## config.mk

```make
export PLATFORM = sky130hd
export DESIGN_NAME = var_bw_mul_seq
export DESIGN_NICKNAME = d
export VERILOG_FILES = /design/src/rtl/var_bw_mul_seq.sv
export SDC_FILE = /design/constraint.sdc
export NUM_CORES = 1
export LEC_CHECK = 0
export CORE_MARGIN = 5
export CORE_UTILIZATION = 23
export DETAILED_ROUTE_END_ITERATION = 10
export MAX_ROUTING_LAYER = met4
export SKIP_CTS_REPAIR_TIMING = 1
export SYNTH_ARGS = -nofsm -noshare
export SYNTH_HDL_FRONTEND = slang
export SYNTH_SLANG_ARGS = --single-unit
```

## constraint.sdc

```tcl
create_clock -name clk -period 12.1 [get_ports clk]
set_input_delay 1.21 -clock clk [delete_from_list [all_inputs] [get_ports clk]]
set_output_delay 1.21 -clock clk [all_outputs]
set_load 0.03 [all_outputs]
```

## src/rtl/var_bw_mul_seq.sv

```systemverilog
// Sequential variable-bit-width unsigned multiplier: one W-bit lane, two W/2 lanes or
// four W/4 lanes, one shift-add step per cycle per lane, valid/ready on both sides.
module var_bw_mul_seq #(
    parameter int W = 16
) (
    input  logic             clk,
    input  logic             rst_n,
    input  logic             in_valid,
    output logic             in_ready,
    input  logic [1:0]       mode,
    input  logic [W-1:0]     a,
    input  logic [W-1:0]     b,
    output logic             out_valid,
    input  logic             out_ready,
    output logic [2*W-1:0]   p
);
    localparam int CW = $clog2(W + 1);

    typedef enum logic [1:0] {IDLE, BUSY, DONE} state_t;

    state_t             state;
    logic [W-1:0]       a_reg;
    logic [W-1:0]       b_reg;
    logic [1:0]         mode_reg;
    logic [2*W-1:0]     acc_reg;
    logic [2*W-1:0]     p_reg;
    logic [CW-1:0]      cnt_reg;
    logic               in_ready_reg;
    logic               out_valid_reg;

    // One candidate accumulator update per lane layout; the captured mode picks one.
    logic [2:0][2*W-1:0] step;
    logic [1:0]          step_sel;
    logic [CW-1:0]       last_cnt;
    logic [2*W-1:0]      step_next;

    genvar gm, gi;
    generate
        for (gm = 0; gm < 3; gm++) begin : g_mode
            localparam int L  = 1 << gm;
            localparam int LW = W / L;
            for (gi = 0; gi < L; gi++) begin : g_lane
                logic [LW-1:0]   a_lane;
                logic [2*LW-1:0] addend;
                assign a_lane = a_reg[gi*LW +: LW];
                assign addend = (((b_reg[gi*LW +: LW] >> cnt_reg) & LW'(1)) != '0)
                                ? ({{LW{1'b0}}, a_lane} << cnt_reg) : '0;
                assign step[gm][gi*2*LW +: 2*LW] = acc_reg[gi*2*LW +: 2*LW] + addend;
            end
        end
    endgenerate

    always_comb begin
        step_sel = 2'd0;
        last_cnt = CW'(W - 1);
        case (mode_reg)
            2'b01: begin
                step_sel = 2'd1;
                last_cnt = CW'(W / 2 - 1);
            end
            2'b10: begin
                step_sel = 2'd2;
                last_cnt = CW'(W / 4 - 1);
            end
            default: begin
                step_sel = 2'd0;
                last_cnt = CW'(W - 1);
            end
        endcase
        step_next = step[step_sel];
    end

    always_ff @(posedge clk or negedge rst_n) begin
        if (!rst_n) begin
            state         <= IDLE;
            a_reg         <= '0;
            b_reg         <= '0;
            mode_reg      <= '0;
            acc_reg       <= '0;
            p_reg         <= '0;
            cnt_reg       <= '0;
            in_ready_reg  <= 1'b1;
            out_valid_reg <= 1'b0;
        end else begin
            case (state)
                IDLE: begin
                    if (in_valid) begin
                        a_reg        <= a;
                        b_reg        <= b;
                        mode_reg     <= mode;
                        acc_reg      <= '0;
                        cnt_reg      <= '0;
                        state        <= BUSY;
                        in_ready_reg <= 1'b0;
                    end
                end
                BUSY: begin
                    acc_reg <= step_next;
                    cnt_reg <= cnt_reg + CW'(1);
                    if (cnt_reg == last_cnt) begin
                        p_reg         <= step_next;
                        state         <= DONE;
                        out_valid_reg <= 1'b1;
                    end
                end
                DONE: begin
                    if (out_ready) begin
                        state         <= IDLE;
                        out_valid_reg <= 1'b0;
                        in_ready_reg  <= 1'b1;
                    end
                end
                default: begin
                    state         <= IDLE;
                    in_ready_reg  <= 1'b1;
                    out_valid_reg <= 1'b0;
                end
            endcase
        end
    end

    assign in_ready  = in_ready_reg;
    assign out_valid = out_valid_reg;
    assign p         = p_reg;

endmodule
```

# Word-level counts from Yosys, hierarchy flattened
# Index checks and enable logic that the tools add are counted.
# word_totals
input_bits	38
wordCells	75
register_bits	107
out_inout_bits	34
# classes
bitwise_logic	2
mux	25
addsub	8
reduce_logical	8
n_shift	14
n_eq_ne	8
n_lt_le_gt_ge	1
# ops
op	n
32-bit two-way mux	3
32-bit binary-select mux with 2-bit select	1
32-bit one-hot mux with 2 select lines	1
16-bit adder	2
32-bit adder	1
8-bit adder	4
16-bit two-way mux	2
8-bit two-way mux	4
16-bit by 5-bit << shifter with 32-bit output	1
4-bit by 5-bit << shifter with 8-bit output	4
8-bit by 5-bit << shifter with 16-bit output	2
4-bit by 5-bit right shift with 1-bit output	4
16-bit by 5-bit right shift with 1-bit output	1
8-bit by 5-bit right shift with 1-bit output	2
5-bit one-hot mux with 2 select lines	1
3-bit AND reduction	3
4-bit one-hot mux with 2 select lines	1
2-bit two-way mux	3
2-bit inequality test, second input constant	3
1-bit one-hot mux with 3 select lines	2
2-bit one-hot mux with 3 select lines	1
2-bit AND reduction	3
5-bit by 1-bit adder with 5-bit output, second input constant	1
5-bit by 4-bit == test with 1-bit output	1
9 further kinds	15

# Logic depth before layout (Yosys ltp)
# Gate-level depths: netlist of the first run.
# logic_depth
ltp_word	6
depth_mapped	20
depth_no_buf	17

# Least setup slack after synthesis of the first run
# OpenSTA, ideal clock, no wires.
# synth_path
path_type	reg2reg
start	register cnt_reg[0]
end	register p_reg[31] (netlist: p[31])
t_required_ps	12018
stages_incl_launch_ff	19
setup_time_ps	82
path_slack_ps	8146
path_buffers	4
arrival_ps	3873
synth_period_minus_slack_ps	3954
cell_sequence	dfrtp_1 > buf_4 > mux4_2 > nand2_1 > nand2_1 > nand2_2 > and2_1 > buf_2 > buf_6 > a211oi_1 > ha_1 > buf_2 > nand4_1 > or2_2 > a311oi_2 > o21bai_1 > a31oi_1 > mux2_2 > a31oi_1
# synth_between
elab_chain_cells	5
# synth_lines
item	line	rtl
start: declaration	27	logic [CW-1:0] cnt_reg;
start signal: assignment	99	cnt_reg <= cnt_reg + CW'(1);
16-bit by 5-bit << shifter with 32-bit output, or another cell as far along	47	? ({{LW{1'b0}}, a_lane} << cnt_reg) : '0;
32-bit two-way mux, or another cell as far along	47	
32-bit adder, or another cell as far along	48	assign step[gm][gi*2*LW +: 2*LW] = acc_reg[gi*2*LW +: 2*LW] + addend;
32-bit binary-select mux with 2-bit select	70	step_next = step[step_sel];
32-bit two-way mux (not written as such)	70	
end signal: assignment	101	p_reg <= step_next;
end: declaration	26	logic [2*W-1:0] p_reg;
# Several ways; a longest one is shown, not always the timed one. The select of a mux whose other input is x is not followed.
# A chain may end at the register's enable or synchronous reset.

# Worst setup path after layout of the first run
# Ends and elaborated chain as after synthesis.

==> results.cfg, run 1 <==
[status]
outcome = complete, no violations

[flow_run]
cap_viol_max_count = 0

[drt]
drtAntennaViolNets = 0
wl_per_cell_um = 18.6
vias = 10296
drc = 0
drt_iter0_drc = 790
first_pass_iters = 5
via_per_inst = 5.17
route.final.wire_length_um = 37100

[pwr]
peakVddDrop_mv = 0.145
static-leakage-power_uw = 0.00523
pwr_density_cell_mw_per_mm2 = 297

[setup_path]
reg2reg_slack_ns = 6.71
path_common_cell = nand2_1
worstPathMaxFanout = 32
cpPeakStageDelay_ns = 0.64
critPathKind = register to register
crit_path_start_kind = register
crit_path_end_kind = register
arrival_ns = 5.69
required_ns = 12.40
cp_slowest_cell = and2_1
cp_cell_sequence = buf_4 -> mux4_2 -> nand2_1 -> nand2_1 -> nand2_1 -> and2_1 -> a211oi_1 -> ha_1 -> nand4_1 -> or2_2 -> a311oi_2 -> o21bai_1 -> a31oi_1 -> mux2_2 -> a31oi_1

[clock_network]
htreeDepth = 3
clockBufferDepth = 2
clk_pin_slew_worst_paths_ns = 0.09
cts_num_sinks = 107
clock_latency_ns = 0.38
cts_root_buf = clkbuf_16
cts-buffers-inserted = 9
cts_tree = built

[timing]
setup_tns_ns = 0
holdWs_ns = 0.480
setup_ws_ns = 6.71
worst_slew_pin_slew_ns = 1.08
setup_violations = 0
clock.fmax_mhz = 185
period_needed_ns = 5.39
clock_skew_ns = 0.0105
slew_viol_final = 0
rsz0062_at_grt = false
finalHoldViolCount = 0
slew_headroom_pct = 28.0
period_share_pct = 44.6

[place]
place_area_mm2 = 0.0117
place_congestion = 0.957
hpwl_um = 28300
pre_cts_ws_ns = 6.82
io_buffer_count = 71
dp.cells = 1975

[synthesis]
ys_top_cells_by_area = dfrtp_1 (25%), ha_1 (11%), nand2_1 (7.7%)
async_reset_ff_share_pct = 100
yosysTopAreaCellShare_pct = 25.2
syn_area_mm2 = 0.0105
yosysWarnings = 0
synthFlopType = dfrtp_1
synth_edf_count = 0
synthCells = 1370
ys_types = 87
avgSynthCellArea_um2 = 7.68
ys_seq_elements = 107
synth-seq-area-share_pct = 25.5
synth_top_area_cell = dfrtp_1
synth_nets = 1508

[global_routing]
grt_usage_pct = 15.0
grt_first_pass_wirelength_um = 58800
grt_pass1_vias = 10024
grt_overflow = 0
grt_max_degree = 70
grt_antenna_before_repair = 0

[floorplan]
die_w_um = 224
core_area_mm2 = 0.0453
placementRows = 78
die_h_um = 224
fp.dieArea_mm2 = 0.0501
start_util_pct = 23.2
pin_count = 72

[final_layout]
fillers = 4983
drive_gt1_share_pct = 5.75
fin_area_mm2 = 0.0120
layout_common_cells = nand2_1 (213), nor2_1 (138), a21oi_1 (106), dfrtp_1 (106), o21ai_0 (103)
num_antenna_cells = 0
seqCellArea_mm2 = 0.00268
multiInputGateArea_mm2 = 0.00735
syn_to_final_growth_pct = 14.3
layout_commonest_cell = nand2_1
final_nets = 1524
final_cells = 1991

[min_path]
holdCritPathClass = register to register
==> cell usage after synthesis, types with 13 or more instances <==
cell	number
nand2_1	215
nor2_1	140
a21oi_1	106
dfrtp_1	106
o21ai_0	103
ha_1	93
nand3_1	56
clkbuf_1	50
nor3_1	35
inv_1	34
xnor2_1	31
xor2_1	28
a21o_1	26
a211oi_1	23
mux2i_1	21
a31oi_1	20
nor2b_1	16
buf_2	13
o21bai_1	13
o22ai_1	13
==> through the flow <==
step | total power [uW] | util, %
2_1_floorplan | 2500 | -
3_3_place_gp | 3190 | 25.9
3_5_place_dp | 3230 | 25.9
4_1_cts | 3550 | 26.6
5_1_grt | 3860 | 26.6
6_report | 3570 | 26.6
==> layer usage <==
metal  wire (um)  track usage, %
met3        1990            2.35
met5           0               -
met4        1180            5.00
met2       16000            22.2
met1       17900            21.0
==> power by group <==
part	total [uW]	switching [uW]	internal [uW]
combinational	2560	1660	899
sequential	699	182	517
clock	312	165	148
==> final timing paths <==
check,from,end,depth (start not counted)
min in group asynchronous,rst_n,p[30]$_DFFE_PN0P_,1
worst min-delay path,p[10]$_DFFE_PN0P_,p[10]$_DFFE_PN0P_,2
max in group asynchronous,rst_n,acc_reg[8]$_DFFE_PN0P_,2
worst min register to register,p[10]$_DFFE_PN0P_,p[10]$_DFFE_PN0P_,2
worst max register to register,cnt_reg[0]$_DFFE_PN0P_,p[31]$_DFFE_PN0P_,15
worst max-delay path,cnt_reg[0]$_DFFE_PN0P_,p[31]$_DFFE_PN0P_,15
==> kinds of logic (layout without fill, tap and decap cells) <==
| logic type | Yosys count | after routing | share of synthesized area (%) |
|---|---|---|---|
| buf+inv | 114 | 135 | 4.80 |
| xor+xnor | 59 | 59 | 4.91 |
| flops | 107 | 107 | 25.5 |
| compound gates | 415 | 415 | 25.5 |
| fa+ha+maj | 100 | 100 | 12.4 |
| simple gates | 538 | 538 | 22.8 |
| mux | 37 | 37 | 4.14 |
==> critical path: cells and delay by family, from the launching register on <==
| family | cells | cell delay, ns |
|---|---|---|
| simple gates | 6 | 2.02 |
| compound gates | 5 | 1.09 |
| mux | 2 | 0.97 |
| fa+ha+maj | 1 | 0.52 |
| buf+inv | 1 | 0.37 |
| flops | 1 | 0.33 |
==> layout make-up <==
| type | instances | share of cell area, % |
|---|---|---|
| Clock buffer | 9 | 1.87 |
| Multi-Input combinational cell | 1149 | 61.2 |
| Sequential cell | 107 | 22.3 |
| Clock inverter | 7 | 0.656 |
| Inverter | 35 | 1.09 |
| Tap cell | 600 | 6.24 |
| Timing Repair Buffer | 84 | 6.70 |
(Power assumes the default switching activity.)
==> inputs of run 2 (changes only) <==
==> constraint.sdc (replaced) <==
create_clock -name clk -period 4.33 [get_ports clk]
set_input_delay 0.433 -clock clk [delete_from_list [all_inputs] [get_ports clk]]
set_output_delay 0.433 -clock clk [all_outputs]
set_load 0.03 [all_outputs]
==> run 2 against run 1 <==
The run now ends with hold timing left. Fmax increased by 30%. Total power increased to 3.0 times the previous value. Clock-buffer cell count unchanged. Final area increased by 5.1%. Die area unchanged. Hold slack got worse by 0.49 ns. Register-to-register slack got worse by 6.5 ns. Routed wire length increased by 0.96%. Largest cell class unchanged. Highest routed layer unchanged.
==> results.cfg, run 2 (synthesis gave the netlist of run 1 again) <==
[setup_path]
crit_path_end_kind = register
cp_slowest_cell = dfrtp_1
critPathKind = register to register
worstSetupStartpoint = cnt_reg[1]$_DFFE_PN0P_
required_ns = 4.56
rr_endpoint = p[28]$_DFFE_PN0P_
cp_cell_sequence = buf_4 -> mux2_2 -> nor2_1 -> nor2_1 -> a211oi_1 -> ha_2 -> a21oi_4 -> o21ai_0 -> a21boi_0 -> o31ai_2 -> buf_4 -> o2111ai_1 -> nand3_1 -> a221oi_2 -> o21ai_0
r2r_cells = 15
endpoint = p[28]$_DFFE_PN0P_
cpPeakStageDelay_ns = 0.59
arrival_ns = 4.37
rr_startpoint = cnt_reg[1]$_DFFE_PN0P_
worstPathMaxFanout = 23
crit_path_start_kind = register
reg2reg_slack_ns = 0.18

[timing]
worst_slew_pin_slew_ns = 0.993
holdWs_ns = -0.0118
finalHoldViolCount = 27
slew_headroom_pct = 33.8
period_needed_ns = 4.15
clock.fmax_mhz = 241
setup_violations = 0
period_share_pct = 95.8
clock_skew_ns = 0.0118
rsz0062_at_grt = true
slew_viol_final = 0

[min_path]
holdCritPathClass = input port to asynchronous set/reset pin

[place]
io_buffer_count = 71
hpwl_um = 29200
place_area_mm2 = 0.0121
dp.cells = 2025
place_congestion = 0.969

[final_layout]
final_nets = 1578
num_antenna_cells = 0
final_core_util_pct = 27.9
fillers = 4914
fin_area_mm2 = 0.0126
syn_to_final_growth_pct = 20.0
layout_commonest_cell = nand2_1
final_cells = 2045
layout_common_cells = nand2_1 (210), nor2_1 (135), dfrtp_1 (106)
drive_gt1_share_pct = 11.6

[global_routing]
grt_overflow = 0
grt_first_pass_wirelength_um = 57900
grt_pass1_vias = 10204
grt_usage_pct = 14.9
grt_max_degree = 66
grt_antenna_before_repair = 0

[pwr]
pwr_density_cell_mw_per_mm2 = 847
peakVddDrop_mv = 0.368
static-leakage-power_uw = 0.00554

[drt]
drtAntennaViolNets = 0
drc = 0
via_per_inst = 5.16
vias = 10549
wl_per_cell_um = 18.3
route.final.wire_length_um = 37400
first_pass_iters = 6
drt_iter0_drc = 814

[floorplan]
core_area_mm2 = 0.0453
die_w_um = 224
die_h_um = 224
start_util_pct = 23.2
placementRows = 78
fp.dieArea_mm2 = 0.0501
pin_count = 72

[status]
outcome = finished with violations
failed_checks = hold timing

[clock_network]
cts_num_sinks = 107
clock_latency_ns = 0.37
cts-buffers-inserted = 9
clk_pin_slew_worst_paths_ns = 0.08
cts_tree = built
cts_root_buf = clkbuf_16
htreeDepth = 3
clockBufferDepth = 2

[flow_run]
cap_viol_max_count = 0
## run 2: cell types whose count changed in the layout (fill, tap and decap cells not counted), moves of 3 or more
cell     previous run  this run
nor2_2              2         5
nand2_2             3         6
a21oi_2             2         7
a21oi_1           106       101
ha_2                0         5
buf_4              14        65
ha_1               93        88
nor2_1            138       135
nand2_1           213       210
## run 2: per-stage QoR
step / total power (uW) / hold WS (ns) / TNS (ns) / worst slack [ns]
after floorplan: 6980 / 0.137 / 0 / 0.376
after global placement: 9340 / 0.395 / 0 / 0.0995
after detailed placement: 9480 / 0.399 / -0.00252 / -0.00252
after CTS: 10400 / 0.00121 / -0.0879 / -0.0392
after global routing: 11500 / 0.0223 / -0.150 / -0.0564
final: 10700 / -0.0118 / 0 / 0.183
## run 2: final cells by class
class / count / area [um2] / share of cell area [%]
clock buffer: 9 / 225 / 1.78
timing repair buffer: 138 / 1240 / 9.85
clock inverter: 7 / 97.6 / 0.773
tap: 600 / 751 / 5.94
multi-input combinational: 1149 / 7500 / 59.4
sequential: 107 / 2680 / 21.2
inverter: 35 / 131 / 1.04
## run 2: worst min path at each step
stage               start                    end  slack (ns)  cells past startpoint
CTS                 rst_n  a_reg[14]$_DFFE_PN0P_       0.001                      1
floorplan           rst_n   a_reg[0]$_DFFE_PN0P_        0.14                      0
finish              rst_n      p[30]$_DFFE_PN0P_       -0.01                      1
global route        rst_n  a_reg[14]$_DFFE_PN0P_        0.02                      1
global placement    rst_n      p[30]$_DFFE_PN0P_        0.40                      1
detailed placement  rst_n      p[30]$_DFFE_PN0P_        0.40                      1
## run 2: power breakdown
part           internal, uW  switching, uW  total (uW)
sequential             1450            500        1950
combinational          3000           4840        7850
clock                   466            439         905
## run 2: worst max-delay path: cells and delay by family (launching register included)
| kind | cells | cell delay (ns) |
|---|---|---|
| AO/OA/AOI/OAI | 8 | 1.71 |
| AND/OR/NAND/NOR | 3 | 0.38 |
| flip-flops | 1 | 0.59 |
| multiplexers | 1 | 0.42 |
| adder cells (fa/ha/maj) | 1 | 0.41 |
| buffers and inverters | 2 | 0.48 |
## run 2: metal layers
layer / part of all wire, % / global-route usage [%] / vias up
met4: 2.9 / 4.57 / 0
met3: 6.3 / 2.49 / 63
met2: 44 / 22.8 / 367
met1: 46 / 20.1 / 5022
li1: - / - / 5097
met5: 0 / - / -
==> inputs of run 3 (changes only) <==
--- a/config.mk
+++ b/config.mk
@@ -9,6 +9,7 @@
 export CORE_UTILIZATION = 23
 export DETAILED_ROUTE_END_ITERATION = 10
 export MAX_ROUTING_LAYER = met4
+export REMOVE_ABC_BUFFERS = 1
 export SKIP_CTS_REPAIR_TIMING = 1
 export SYNTH_ARGS = -nofsm -noshare
 export SYNTH_HDL_FRONTEND = slang
==> run 3 against run 2 <==
The flow now finishes without violations. Die area unchanged. Worst setup slack better by 0.017 ns. Non-clock buffer count up 19. Final area up 1.7%. Fmax up 0.41%. Clock-buffer cell count unchanged. Critical endpoint is now p[19]$_DFFE_PN0P_. Largest cell class unchanged.
==> results.cfg, run 3 (synthesis gave the netlist of run 1 again) <==
[floorplan]
pin_count = 72
die_h_um = 224
placementRows = 78
start_util_pct = 23.2
core_area_mm2 = 0.0453
fp.dieArea_mm2 = 0.0501
die_w_um = 224

[timing]
clock_skew_ns = 0.00731
slew_headroom_pct = 46.7
period_needed_ns = 4.13
setup_ws_ns = 0.199
clock.fmax_mhz = 242
setup_tns_ns = 0
finalHoldViolCount = 0
holdWs_ns = 0.479
worst_slew_pin_slew_ns = 0.789
slew_viol_final = 0
period_share_pct = 95.4
rsz0062_at_grt = true
setup_violations = 0

[final_layout]
syn_to_final_growth_pct = 22.1
final_nets = 1597
num_antenna_cells = 0
layout_common_cells = nand2_1 (212), nor2_1 (139), dfrtp_1 (106)
drive_gt1_share_pct = 12.6
layout_commonest_cell = nand2_1
fillers = 4959
fin_area_mm2 = 0.0128

[pwr]
peakVddDrop_mv = 0.295
pwr_density_cell_mw_per_mm2 = 844
p_total_uw = 10800
static-leakage-power_uw = 0.00562

[global_routing]
grt_antenna_before_repair = 0
grt_overflow = 0
grt_max_degree = 66
grt_first_pass_wirelength_um = 60000
grt_usage_pct = 15.4
grt_pass1_vias = 10507

[clock_network]
cts_num_sinks = 107
cts_root_buf = clkbuf_16
clock_latency_ns = 0.38
clk_pin_slew_worst_paths_ns = 0.08
cts_tree = built
htreeDepth = 3
cts-buffers-inserted = 9
clockBufferDepth = 2

[min_path]
holdCritPathClass = input port to asynchronous set/reset pin

[drt]
drtAntennaViolNets = 0
vias = 10500
drc = 0
route.final.wire_length_um = 37800
wl_per_cell_um = 18.3
first_pass_iters = 5
drt_iter0_drc = 776
via_per_inst = 5.09

[place]
pre_cts_ws_ns = 0.0208
place_congestion = 0.964
hpwl_um = 29800
place_area_mm2 = 0.0123
io_buffer_count = 71

[setup_path]
worstPathMaxFanout = 51
crit_path_end_kind = register
arrival_ns = 4.36
r2r_cells = 17
critPathKind = register to register
crit_path_start_kind = register
required_ns = 4.56

[flow_run]
cap_viol_max_count = 0

[status]
outcome = complete, no violations
==> run 3: through the flow <==
stage / utilization [%] / cells
4_1_cts: 27.8 / 2059
3_3_place_gp: 27.1 / 2043
2_1_floorplan: - / 1291
5_1_grt: 28.4 / 2064
3_5_place_dp: 27.1 / 2043
6_report: 28.4 / 2064
==> run 3: routing by layer <==
metal  vias up  wire length (um)  track usage [%]
met4         0               992             4.09
met2       283             16800             23.8
met1      5012             18500             21.5
met3        65              1500             1.53
li1       5140                 -                -
met5         -                 0                -
==> run 3: power by group <==
group	switching, uW	internal [uW]
clock network	449	408
registers	476	1450
logic	4860	3200
==> run 3: path summary, 6_finish.rpt <==
check	slack (ns)	to	startpoint
setup / recovery	0.20	p[19]$_DFFE_PN0P_	cnt_reg[1]$_DFFE_PN0P_
hold / removal	0.48	acc_reg[1]$_DFFE_PN0P_	rst_n
setup reg to reg	0.20	p[19]$_DFFE_PN0P_	cnt_reg[1]$_DFFE_PN0P_
hold reg to reg	0.48	p[23]$_DFFE_PN0P_	p[23]$_DFFE_PN0P_
max in group asynchronous	2.92	p[25]$_DFFE_PN0P_	rst_n
min in group clk	0.48	p[23]$_DFFE_PN0P_	p[23]$_DFFE_PN0P_
==> run 3: worst max-delay path: stages, from the launching register on <==
cell and delay (ns):
dfrtp_1 0.42, buf_12 0.20, nor2b_1 0.30, a22oi_1 0.16, buf_4 0.17, a31oi_1 0.24
nor2_1 0.09, a211oi_2 0.30, ha_1 0.34, a211oi_1 0.25, o21bai_1 0.13, o31ai_1 0.35
o21ai_0 0.24, nor2_1 0.16, buf_4 0.15, mux2i_1 0.20, and3_1 0.20, o21ai_0 0.08
==> run 3: layout make-up <==
| class | count | area [um2] | share of cell area [%] |
|---|---|---|---|
| Clock inverter | 7 | 72.6 | 0.565 |
| Clock buffer | 9 | 225 | 1.75 |
| Sequential cell | 107 | 2680 | 20.9 |
| Multi-Input combinational cell | 1149 | 7560 | 58.9 |
| Timing Repair Buffer | 157 | 1420 | 11.1 |
| Inverter | 35 | 131 | 1.02 |
| Tap cell | 600 | 751 | 5.84 |
==> edit, RTL diff (settings of run 2) <==
The 3 states of `state_t` get a one-hot encoding in 3 bits.
--- a/src/rtl/var_bw_mul_seq.sv
+++ b/src/rtl/var_bw_mul_seq.sv
@@ -16,7 +16,7 @@
 );
     localparam int CW = $clog2(W + 1);
 
-    typedef enum logic [1:0] {IDLE, BUSY, DONE} state_t;
+    typedef enum logic [2:0] {IDLE = 3'b001, BUSY = 3'b010, DONE = 3'b100} state_t;
 
     state_t             state;
     logic [W-1:0]       a_reg;
Formal check against the unedited RTL: same outputs for any inputs over 4 cycles, from zero or initial values and one cycle with rst_n low; so few cycles prove little.
==> edit against run 2 <==
Area after synthesis is 0.36% higher; sequential cell count is 1 higher; cell area rose by 7.1%; total power fell by 24%; wire length rose by 7.6%; sequential share of layout area shrank 1.2 points; setup slack got worse by 130 ps; critical endpoint is now acc_reg[31]; largest cell class unchanged; largest power group unchanged; highest routed layer unchanged.
==> edit: results (changes against run 2) <==
Peak VDD IR=0.201 mV (-45%); count of cell types in the netlist=85 (-2.3%); Pleak=5.97 nW (+7.8%); Die ar.=50300 sq um (+0.34%); Fillers=4841 (-1.5%); Clock group=0.000869 W (-4.0%); Post-synth top cells=nand2_1, nor2_1, a21oi_1, dfrtp_1, ha_1; clock share of power=0.106 (+0.021); WL final=40300 um (+7.6%); Clock Latency Late Sink=390 ps (+20 ps); comb_multi_in=1153 (+0.35%); layout cells sized above 1=0.179 (+0.0637); combinational share of power=0.686 (-0.047); met1 GRT Util=0.206 (+0.00540); first-pass GRT wire length=61000 um (+5.3%); final net count=1650 (+4.6%); dpl ws=-226 ps (-223 ps); switching share of total power=0.500 (-0.0401); Synth Area in XOR/XNOR=0.0481 (-0.00100); DP HPWL=31000 um (+6.4%); clock buffers=10 (+1); dominant cells by area after synthesis=dfrtp_1, ha_1, nand2_1; Compound-Gate Fraction of Synth Area=0.245 (-0.0109); met3 GRT Util=0.0269 (+0.00199); Worst R2R Start=cnt_reg[0]; Synth Register Bits=108 (+0.93%); register area share after synthesis=0.256 (+0.00158); Global Route met2 Usage=0.252 (+0.0238); sequential cell area share=0.200 (-0.0119); status=complete, no violations; largest net degree at the start of global routing=53 (-20%); wire length on met2=18500 um (+12%)
[edit: cell types whose count changed after synthesis, sizes merged, moves of 10 or more]
cell	run 2	this run
a21oi	109	124
buf	28	15
inv	34	24
nand3	56	38
nor2	140	152
nor3	36	46
o21ai	112	82
[edit: worst max-delay path, stage by stage (launching register included)]
cell and delay (ps):
dfrtp_2 480, buf_6 150, mux4_2 520, nand2_1 80
nand2_1 60, nand2_2 100, and2_4 180, a211oi_1 60
buf_4 180, ha_4 300, and3_4 200, nand3_2 80
or4_4 580, a211oi_4 390, o31ai_2 90, buf_4 160
buf_4 130, a41o_1 220, a22o_1 220
[edit: worst paths after layout]
kind	to	slack (ps)	cells past startpoint
min reg2reg	p[4]	480	2
min in group clk	p[4]	480	2
max reg2reg	acc_reg[31]	50	18
min	a_reg[4]	10	1
max in group asynchronous	cnt_reg[0]	3410	2
max	acc_reg[31]	50	18
